==> src/rtl/udp_payload_reader.sv <==
// Reads a UDP segment back from the parser's payload RAM, decodes the header,
// optionally filters on destination port and streams payload bytes MSB-first.
module udp_payload_reader #(
    parameter int          FIRST_ADDR  = 1,
    parameter int          RD_LAT      = 2,
    parameter int          FILTER_EN   = 0,
    parameter logic [15:0] LISTEN_PORT = 16'd5000
) (
    input  logic        clk,
    input  logic        rst,
    input  logic        start_read,
    input  logic [9:0]  last_addr,
    output logic [9:0]  rd_addr,
    input  logic [31:0] rd_data,
    output logic [7:0]  m_data,
    output logic        m_valid,
    input  logic        m_ready,
    output logic        m_last,
    output logic [15:0] src_port,
    output logic [15:0] dst_port,
    output logic [15:0] udp_len,
    output logic        hdr_valid,
    output logic        busy,
    output logic        done,
    output logic        err_len,
    output logic        dropped
);

    typedef enum logic [2:0] {
        S_IDLE, S_HDR0, S_HDR1, S_CHECK, S_FETCH, S_EMIT
    } state_t;

    localparam int             CW    = (RD_LAT < 1) ? 1 : $clog2(RD_LAT + 1);
    localparam logic [CW-1:0]  LAT   = CW'(RD_LAT);
    localparam logic [9:0]     FIRST = 10'(FIRST_ADDR);

    state_t        state, state_next;
    logic [9:0]    last_q;
    logic [CW-1:0] wait_cnt;
    logic [31:0]   shift_buf;
    logic [15:0]   bytes_left;
    logic [1:0]    byte_idx;
    logic          done_next, err_set, drop_set;

    function automatic logic [10:0] word_count(input logic [9:0] addr);
        if (addr < FIRST)
            return 11'd0;
        return {1'b0, addr} - {1'b0, FIRST} + 11'd1;
    endfunction

    logic [10:0] nwords_in, nwords_q;
    logic [15:0] payload_len, avail_bytes, check_len;
    logic        fetching, word_ready, accept;

    assign nwords_in   = word_count(last_addr);
    assign nwords_q    = word_count(last_q);
    assign payload_len = udp_len - 16'd8;
    // Only meaningful once the header was read, i.e. nwords_q >= 2.
    assign avail_bytes = {3'b000, nwords_q - 11'd2, 2'b00};
    assign check_len   = (payload_len > avail_bytes) ? avail_bytes : payload_len;

    assign fetching   = (state == S_HDR0) || (state == S_HDR1) || (state == S_FETCH);
    assign word_ready = (wait_cnt == LAT);
    assign accept     = m_valid && m_ready;

    assign m_valid = (state == S_EMIT);
    assign m_data  = shift_buf[31:24];
    assign m_last  = m_valid && (bytes_left == 16'd1);
    assign busy    = (state != S_IDLE);

    always_ff @(posedge clk) begin
        if (rst) state <= S_IDLE;
        else     state <= state_next;
    end

    // NOTE: every always_comb output gets a default first so no path infers a latch.
    always_comb begin
        state_next = state;
        done_next  = 1'b0;
        err_set    = 1'b0;
        drop_set   = 1'b0;
        case (state)
            S_IDLE: begin
                if (start_read) begin
                    if (nwords_in < 11'd2) begin
                        err_set   = 1'b1;
                        done_next = 1'b1;
                    end else begin
                        state_next = S_HDR0;
                    end
                end
            end
            S_HDR0:  if (word_ready) state_next = S_HDR1;
            S_HDR1:  if (word_ready) state_next = S_CHECK;
            S_CHECK: begin
                state_next = S_IDLE;
                if (udp_len < 16'd8) begin
                    err_set   = 1'b1;
                    done_next = 1'b1;
                end else if (FILTER_EN != 0 && dst_port != LISTEN_PORT) begin
                    drop_set  = 1'b1;
                    done_next = 1'b1;
                end else begin
                    err_set = (payload_len > avail_bytes);
                    if (check_len == 16'd0) done_next  = 1'b1;
                    else                    state_next = S_FETCH;
                end
            end
            S_FETCH: if (word_ready) state_next = S_EMIT;
            S_EMIT: begin
                if (accept) begin
                    if (bytes_left == 16'd1) begin
                        done_next  = 1'b1;
                        state_next = S_IDLE;
                    end else if (byte_idx == 2'd3) begin
                        state_next = S_FETCH;
                    end
                end
            end
            default: state_next = S_IDLE;
        endcase
    end

    // NOTE: sequential state uses non-blocking assignments only.
    always_ff @(posedge clk) begin
        if (rst) begin
            rd_addr    <= '0;
            last_q     <= '0;
            wait_cnt   <= '0;
            shift_buf  <= '0;
            bytes_left <= '0;
            byte_idx   <= '0;
            src_port   <= '0;
            dst_port   <= '0;
            udp_len    <= '0;
            hdr_valid  <= 1'b0;
            done       <= 1'b0;
            err_len    <= 1'b0;
            dropped    <= 1'b0;
        end else begin
            done     <= done_next;
            wait_cnt <= (fetching && !word_ready) ? wait_cnt + 1'b1 : '0;
            case (state)
                S_IDLE: begin
                    if (start_read) begin
                        last_q    <= last_addr;
                        hdr_valid <= 1'b0;
                        err_len   <= 1'b0;
                        dropped   <= 1'b0;
                        if (nwords_in >= 11'd2) rd_addr <= FIRST;
                    end
                end
                S_HDR0: begin
                    if (word_ready) begin
                        src_port <= rd_data[31:16];
                        dst_port <= rd_data[15:0];
                        rd_addr  <= rd_addr + 10'd1;
                    end
                end
                S_HDR1: begin
                    if (word_ready) begin
                        udp_len   <= rd_data[31:16];
                        hdr_valid <= 1'b1;
                    end
                end
                S_CHECK: begin
                    bytes_left <= check_len;
                    if (state_next == S_FETCH) rd_addr <= rd_addr + 10'd1;
                end
                S_FETCH: begin
                    if (word_ready) begin
                        shift_buf <= rd_data;
                        byte_idx  <= 2'd0;
                    end
                end
                S_EMIT: begin
                    if (accept) begin
                        shift_buf  <= {shift_buf[23:0], 8'h00};
                        bytes_left <= bytes_left - 16'd1;
                        byte_idx   <= byte_idx + 2'd1;
                        if (state_next == S_FETCH) rd_addr <= rd_addr + 10'd1;
                    end
                end
                default: ;
            endcase
            // Error/drop flags set this cycle override the clear on start_read.
            if (err_set)  err_len <= 1'b1;
            if (drop_set) dropped <= 1'b1;
        end
    end

endmodule

==> config.mk <==
export PLATFORM = sky130hd
export DESIGN_NAME = udp_payload_reader
export DESIGN_NICKNAME = d
export VERILOG_FILES = /design/src/rtl/udp_payload_reader.sv
export SDC_FILE = /design/constraint.sdc
export NUM_CORES = 1
export LEC_CHECK = 0
export BUFFER_PORTS_ARGS = -buffer_cell sky130_fd_sc_hd__buf_4
export CAP_MARGIN = 20
export CORE_ASPECT_RATIO = 0.5
export CORE_MARGIN = 5
export CORE_UTILIZATION = 60
export DETAILED_ROUTE_END_ITERATION = 6
export PLACE_DENSITY = 0.84
export SETUP_SLACK_MARGIN = 0.5
export SLEW_MARGIN = 20
export SYNTH_ARGS = -nofsm -noshare
export SYNTH_HDL_FRONTEND = slang
export SYNTH_SLANG_ARGS = --single-unit
==> constraint.sdc <==
create_clock -name clk -period 10 [get_ports clk]
set_clock_uncertainty 0.2 [all_clocks]
set_input_delay 1.5 -clock clk [delete_from_list [all_inputs] [get_ports clk]]
set_output_delay 1.5 -clock clk [all_outputs]
set_load 0.02 [all_outputs]
After elaboration in Yosys (flattened, before gate mapping)

Index checks and enable logic that the tools add are counted.

Input port bits: 46
Logic and storage cells: 115
Register bits: 126

Multiplexer cells: 46
$lt $le $gt $ge: 6
Bitwise operators: 1
Eq/ne operators: 15
Add/subtract/negate cells: 10
Reduce and logical (&&, ||, !) cells: 24

Operator list:

| operator                                                           | count |
|---|---|
| two-way mux 32 bit                                                 | 2 |
| case mux 32 bit (2 select lines)                                   | 1 |
| two-way mux 10 bit                                                 | 5 |
| two-way mux 11 bit                                                 | 4 |
| case mux 10 bit (4 select lines)                                   | 1 |
| two-way mux 16 bit                                                 | 2 |
| case mux 16 bit (2 select lines)                                   | 1 |
| two-way mux 3 bit                                                  | 10 |
| adder 11 x 1 -> 11 bit, second input constant                      | 2 |
| subtractor 10 x 1 -> 11 bit, second input constant                 | 2 |
| less-than comparator 10 x 1 -> 1 bit, second input constant        | 2 |
| case mux 3 bit (6 select lines)                                    | 1 |
| == test 16 x 1 -> 1 bit, second input constant                     | 1 |
| > comparator 16 x 13 -> 1 bit                                      | 1 |
| zero test 16 bit                                                   | 1 |
| less-than comparator 16 x 4 -> 1 bit, second input constant        | 1 |
| subtractor 16 x 1 -> 16 bit, second input constant                 | 1 |
| subtractor 16 x 4 -> 16 bit, second input constant                 | 1 |
| two-way mux 1 bit                                                  | 13 |
| greater-or-equal comparator 11 x 2 -> 1 bit, second input constant | 1 |
| less-than comparator 11 x 2 -> 1 bit, second input constant        | 1 |
| subtractor 11 x 2 -> 11 bit, second input constant                 | 1 |
| adder 10 x 1 -> 10 bit, second input constant                      | 1 |
| != test 2 bit, second input constant                               | 5 |
| 22 further kinds                                                   | 41 |

Depth between registers and ports, before layout

Word-level depth: 14
Depth in mapped cells: 17
Depth with buffers taken out: 15

Worst setup path after synthesis

Ideal clock, no wire load.

Path kind: register -> register
Start: register udp_len[6]
End: register bytes_left[4]
Data arrival time: 3.689 ns
Stages on the path, launching flop included: 15
Setup slack: 6.019 ns
Required time: 9.708 ns
Setup time: 0.092 ns
Period minus slack after synthesis: 3.981 ns
Buffers on the path: 2
Cells stage by stage: dfxtp_1 > or3_4 > or4_4 > xor2_2 > inv_1 > ha_1 > and3_1 > nand3_1 > mux2_2 > o21ai_1 > buf_2 > buf_2 > mux2i_1 > a21oi_1 > o32ai_1

Cells in the longest elaborated chain, start to end: 4

Ends and longest elaborated chain:

| what                             | RTL line | RTL |
|---|---|---|
| from (decl)                      | 21       | `output logic [15:0] udp_len,` |
| from (signal assigned)           | 162      | `udp_len <= rd_data[31:16];` |
| subtractor 16 x 4 -> 16 bit      | 57       | `assign payload_len = udp_len - 16'd8;` |
| > comparator 16 x 13 -> 1 bit    | 60       | `assign check_len = (payload_len > avail_bytes) ? avail_bytes : payload_len;` |
| two-way mux 16 bit               | 60       |  |
| case mux 16 bit (2 select lines) | 143      | `case (state)` |
| to (signal assigned)             | 167      | `bytes_left <= check_len;` |
| to (signal assigned)             | 179      | `bytes_left <= bytes_left - 16'd1;` |
| to (decl)                        | 41       | `logic [15:0] bytes_left;` |

No other way between the ends.
A chain may end at the register's enable or synchronous reset.

Worst setup path after layout

Start: register udp_len[6]
End: register rd_addr[2]

Cells in the longest elaborated chain, start to end: 11
Elaborated cells between the ends (all ways): 12
Those cells by class: add/sub: 1; order compare: 2; eq/ne: 1; mux: 7; reduce/logical: 1

Ends and longest elaborated chain:

| what                               | RTL line | RTL |
|---|---|---|
| subtractor 16 x 4 -> 16 bit        | 57       |  |
| > comparator 16 x 13 -> 1 bit      | 60       |  |
| two-way mux 16 bit                 | 60       |  |
| zero test 16 bit                   | 105      | `if (check_len == 16'd0) done_next = 1'b1;` |
| two-way mux 3 bit                  | 105      |  |
| two-way mux 3 bit *                | 97       | `if (udp_len < 16'd8) begin` |
| case mux 3 bit (6 select lines) *  | 82       | `case (state)` |
| == test 3 bit *                    | 168, 181 |  |
| two-way mux 10 bit *               | --       |  |
| two-way mux 10 bit                 | --       |  |
| case mux 10 bit (4 select lines) * | --       |  |
| to (signal assigned)               | 157      | `rd_addr <= rd_addr + 10'd1;` |
| to (signal assigned)               | 168      | `if (state_next == S_FETCH) rd_addr <= rd_addr + 10'd1;` |
| to (signal assigned)               | 181      | `if (state_next == S_FETCH) rd_addr <= rd_addr + 10'd1;` |
| to (decl)                          | 13       | `output logic [9:0] rd_addr,` |

Mark *: on every way between the ends. The rest lies on a longest branch, timed or not. The select of a mux whose other input is x is not followed.

==> qor.yml <==
status:
  status: "complete, no violations"
finish:
  diodes: 0
  drive_gt1_frac: 0.198
  syn2layout_area_growth_pct: 22.3
  fillers: 775
  layout.nets: 963
  final_cells: 1052
placement:
  pre_cts_slack_ns: 5.35
  place.gp.congestion: 0.883
  placed_cells: 1020
  dp_hpwl_mm: 12.4
  port_buffers: 117
cts:
  cts_buffers: 17
  cts_tree: "built"
  cts-root-buf: "clkbuf_16"
  cts_resized: 0
  clkSinkCount: 126
  clk_path_buf_depth: 2
  postCtsSetupRepairBufs: 0
  clk_latency_ns: 0.42
  htreeDepth: 4
  cts.clk_slew.worst_paths_ns: 0.06
  postCtsHoldBufs: 0
sta:
  timing.final.crit_share: 0.471
  slew_headroom: 0.332
  setup_ws_ns: 5.29
  post-route-min-period_ns: 4.71
  setup_tns_ns: 0
  setup_viol: 0
  hold_viol_final: 0
  drv_slew: 0
  grt_setup_unrepaired: "false"
  fmax_mhz: 212
  worstMarginPinSlew_ns: 1.00
synthesis:
  yosys_warnings: 0
  yosysSeqAreaShare: 0.400
  yosys_register_bits: 126
  netlist_top_cells_area: "dfxtp_1 40%, nand2_1 13%, a21oi_1 7.1%"
  yosysTopAreaCell: "dfxtp_1"
  yosysUniqueCellTypes: 62
  synth_cells: 819
  synth_top_area_share: 0.400
  yosys_most_used_dff: "dfxtp_1"
  syn-cell-area_mm2: 0.00631
  avgSynthCellArea_um2: 7.70
  synth_edf_count: 0
  synth_commonest_cells: "212 x nand2_1, 126 x dfxtp_1, 89 x a21oi_1, 62 x nor2_1, 49 x clkbuf_1"
  synth.most_common_cell: "nand2_1"
  synth_nets: 883
  async_flop_share: 0
drt:
  dr.pass1.iters: 7
  avgRoutedWirePerCell_um: 17.5
  drt_iter0_drc: 583
  totalWireLength_mm: 18.4
  vias: 6310
  drc: 0
  vias_per_cell: 6.00
  ant_nets: 0
power:
  switching_power_mw: 0.313
  p_comb_frac: 0.085
  power_frac_seq: 0.422
  switching_share: 0.257
  p_leak_nw: 2.99
  p_per_area_mw_per_mm2: 158
  peakVddDrop_uv: 129
  pwr-share-clk: 0.493
  power.internal_mw: 0.903
  finalPower_mw: 1.22
min_path:
  hp-class: "flop to flop"
global_route:
  antenna_found_initial: 0
  gr-total-overflow: 0
  grt_max_degree: 65
  grt_first_pass_wirelength_mm: 28.9
  grt_pass1_vias: 5794
  grt_usage: 0.285
setup_path:
  r2r_start: "udp_len[6]$_SDFFE_PP0P_"
  reg2reg_to: "rd_addr[2]$_SDFFE_PP0P_"
  critPathLaunch: "udp_len[6]$_SDFFE_PP0P_"
  crit_end: "rd_addr[2]$_SDFFE_PP0P_"
  worstPathMaxFanout: 12
  critPathLaunchType: "flop"
  cp.arrival_ns: 4.86
  worst-setup-path-type: "flop to flop"
  critPathRequiredTime_ns: 10.15
  rrSetupSlack_ns: 5.29
  cp-end-kind: "flop"
  r2r_cells: 13
die:
  row_count: 26
  die_area_mm2: 0.0128
  fp.dieW_um: 155
  die_y_um: 82.5
  start_util: 0.616
  core_area_mm2: 0.0102
  io_pins: 119
job:
  drv_cap: 0
power by group through the flow:
stage          combinational (mW)  sequential (mW)  clock [mW]
2_1_floorplan              0.0643            0.522           0
3_3_place_gp                0.100            0.523           0
3_5_place_dp                0.101            0.524           0
4_1_cts                     0.102            0.513       0.601
5_1_grt                     0.115            0.513       0.631
6_report                    0.104            0.513       0.599
worst max-delay path, stage by stage, from the launching register on:
cell	delay, ns
dfxtp_1	0.40
or3_4	0.44
or4_4	0.50
xor2_2	0.26
inv_1	0.08
ha_1	0.31
and3_1	0.19
nand3_1	0.09
mux2_2	0.34
o21ai_1	0.70
buf_4	0.33
mux2_2	0.37
o21ai_0	0.22
mux2i_1	0.20
flip-flops by register name, indices dropped and copies added (netlist names):
register	count
hdr_valid	1
byte_idx	2
last_q	10
src_port	16
rd_addr	10
err_len	1
wait_cnt	2
bytes_left	16
state	3
shift_buf	32
dst_port	16
udp_len	16
done	1
metal layers:
layer | part of all wire | global-route usage
met3 | 0.074 | 0.0536
met2 | 0.48 | 0.481
met4 | 0.024 | 0.122
met1 | 0.43 | 0.365
met5 | 0 | 0
kinds of logic after synthesis:
family                   count (synthesis)  synth area share
AND/OR/NAND/NOR                        380             0.271
AO/OA/AOI/OAI                          177             0.181
flip-flops                             126             0.400
buffers and inverters                   82            0.0545
multiplexers                            21            0.0361
adder cells (fa/ha/maj)                 18            0.0357
XOR/XNOR                                14            0.0206
other                                    1          0.000594
layout by cell type, fill, tap and decap left out, drive strengths merged, types with 8 or more instances in the layout:
cell type,n
nor3,15
nor2,62
inv,23
a21oi,89
dfxtp,126
mux2i,17
clkbuf,18
nand3,24
ha,18
or2,8
xnor2,9
a311oi,26
nand4,8
or3,13
buf,124
nand2,212
o21ai,19
through the flow:
step / hold slack [ns] / cell area [µm²] / utilization
2_1_floorplan: 0.191 / 6310 / -
3_3_place_gp: 0.199 / 7150 / 0.697
3_5_place_dp: 0.215 / 7150 / 0.697
4_1_cts: 0.221 / 7720 / 0.753
5_1_grt: 0.243 / 7720 / 0.753
6_report: 0.220 / 7720 / 0.753
layout make-up:
| cell class | count | area (µm²) | area share |
|---|---|---|---|
| Clock buffer | 18 | 439 | 0.0569 |
| Clock inverter | 14 | 133 | 0.0172 |
| Inverter | 19 | 71.3 | 0.00924 |
| Multi-Input combinational cell | 611 | 3450 | 0.446 |
| Sequential cell | 126 | 2520 | 0.327 |
| Tap cell | 140 | 175 | 0.0227 |
| Timing Repair Buffer | 124 | 931 | 0.121 |
worst min path at each step:
stage                                   to  cells past startpoint              startpoint  slack (ns)
floorplan           wait_cnt[0]$_SDFF_PP0_                      1  wait_cnt[0]$_SDFF_PP0_        0.19
global placement    wait_cnt[0]$_SDFF_PP0_                      1  wait_cnt[0]$_SDFF_PP0_        0.20
detailed placement  wait_cnt[0]$_SDFF_PP0_                      1  wait_cnt[0]$_SDFF_PP0_        0.22
CTS                 wait_cnt[0]$_SDFF_PP0_                      1  wait_cnt[0]$_SDFF_PP0_        0.22
global route        wait_cnt[0]$_SDFF_PP0_                      1  wait_cnt[0]$_SDFF_PP0_        0.24
finish              wait_cnt[0]$_SDFF_PP0_                      1  wait_cnt[0]$_SDFF_PP0_        0.22
No activity file was read; power rests on OpenSTA's default activity.
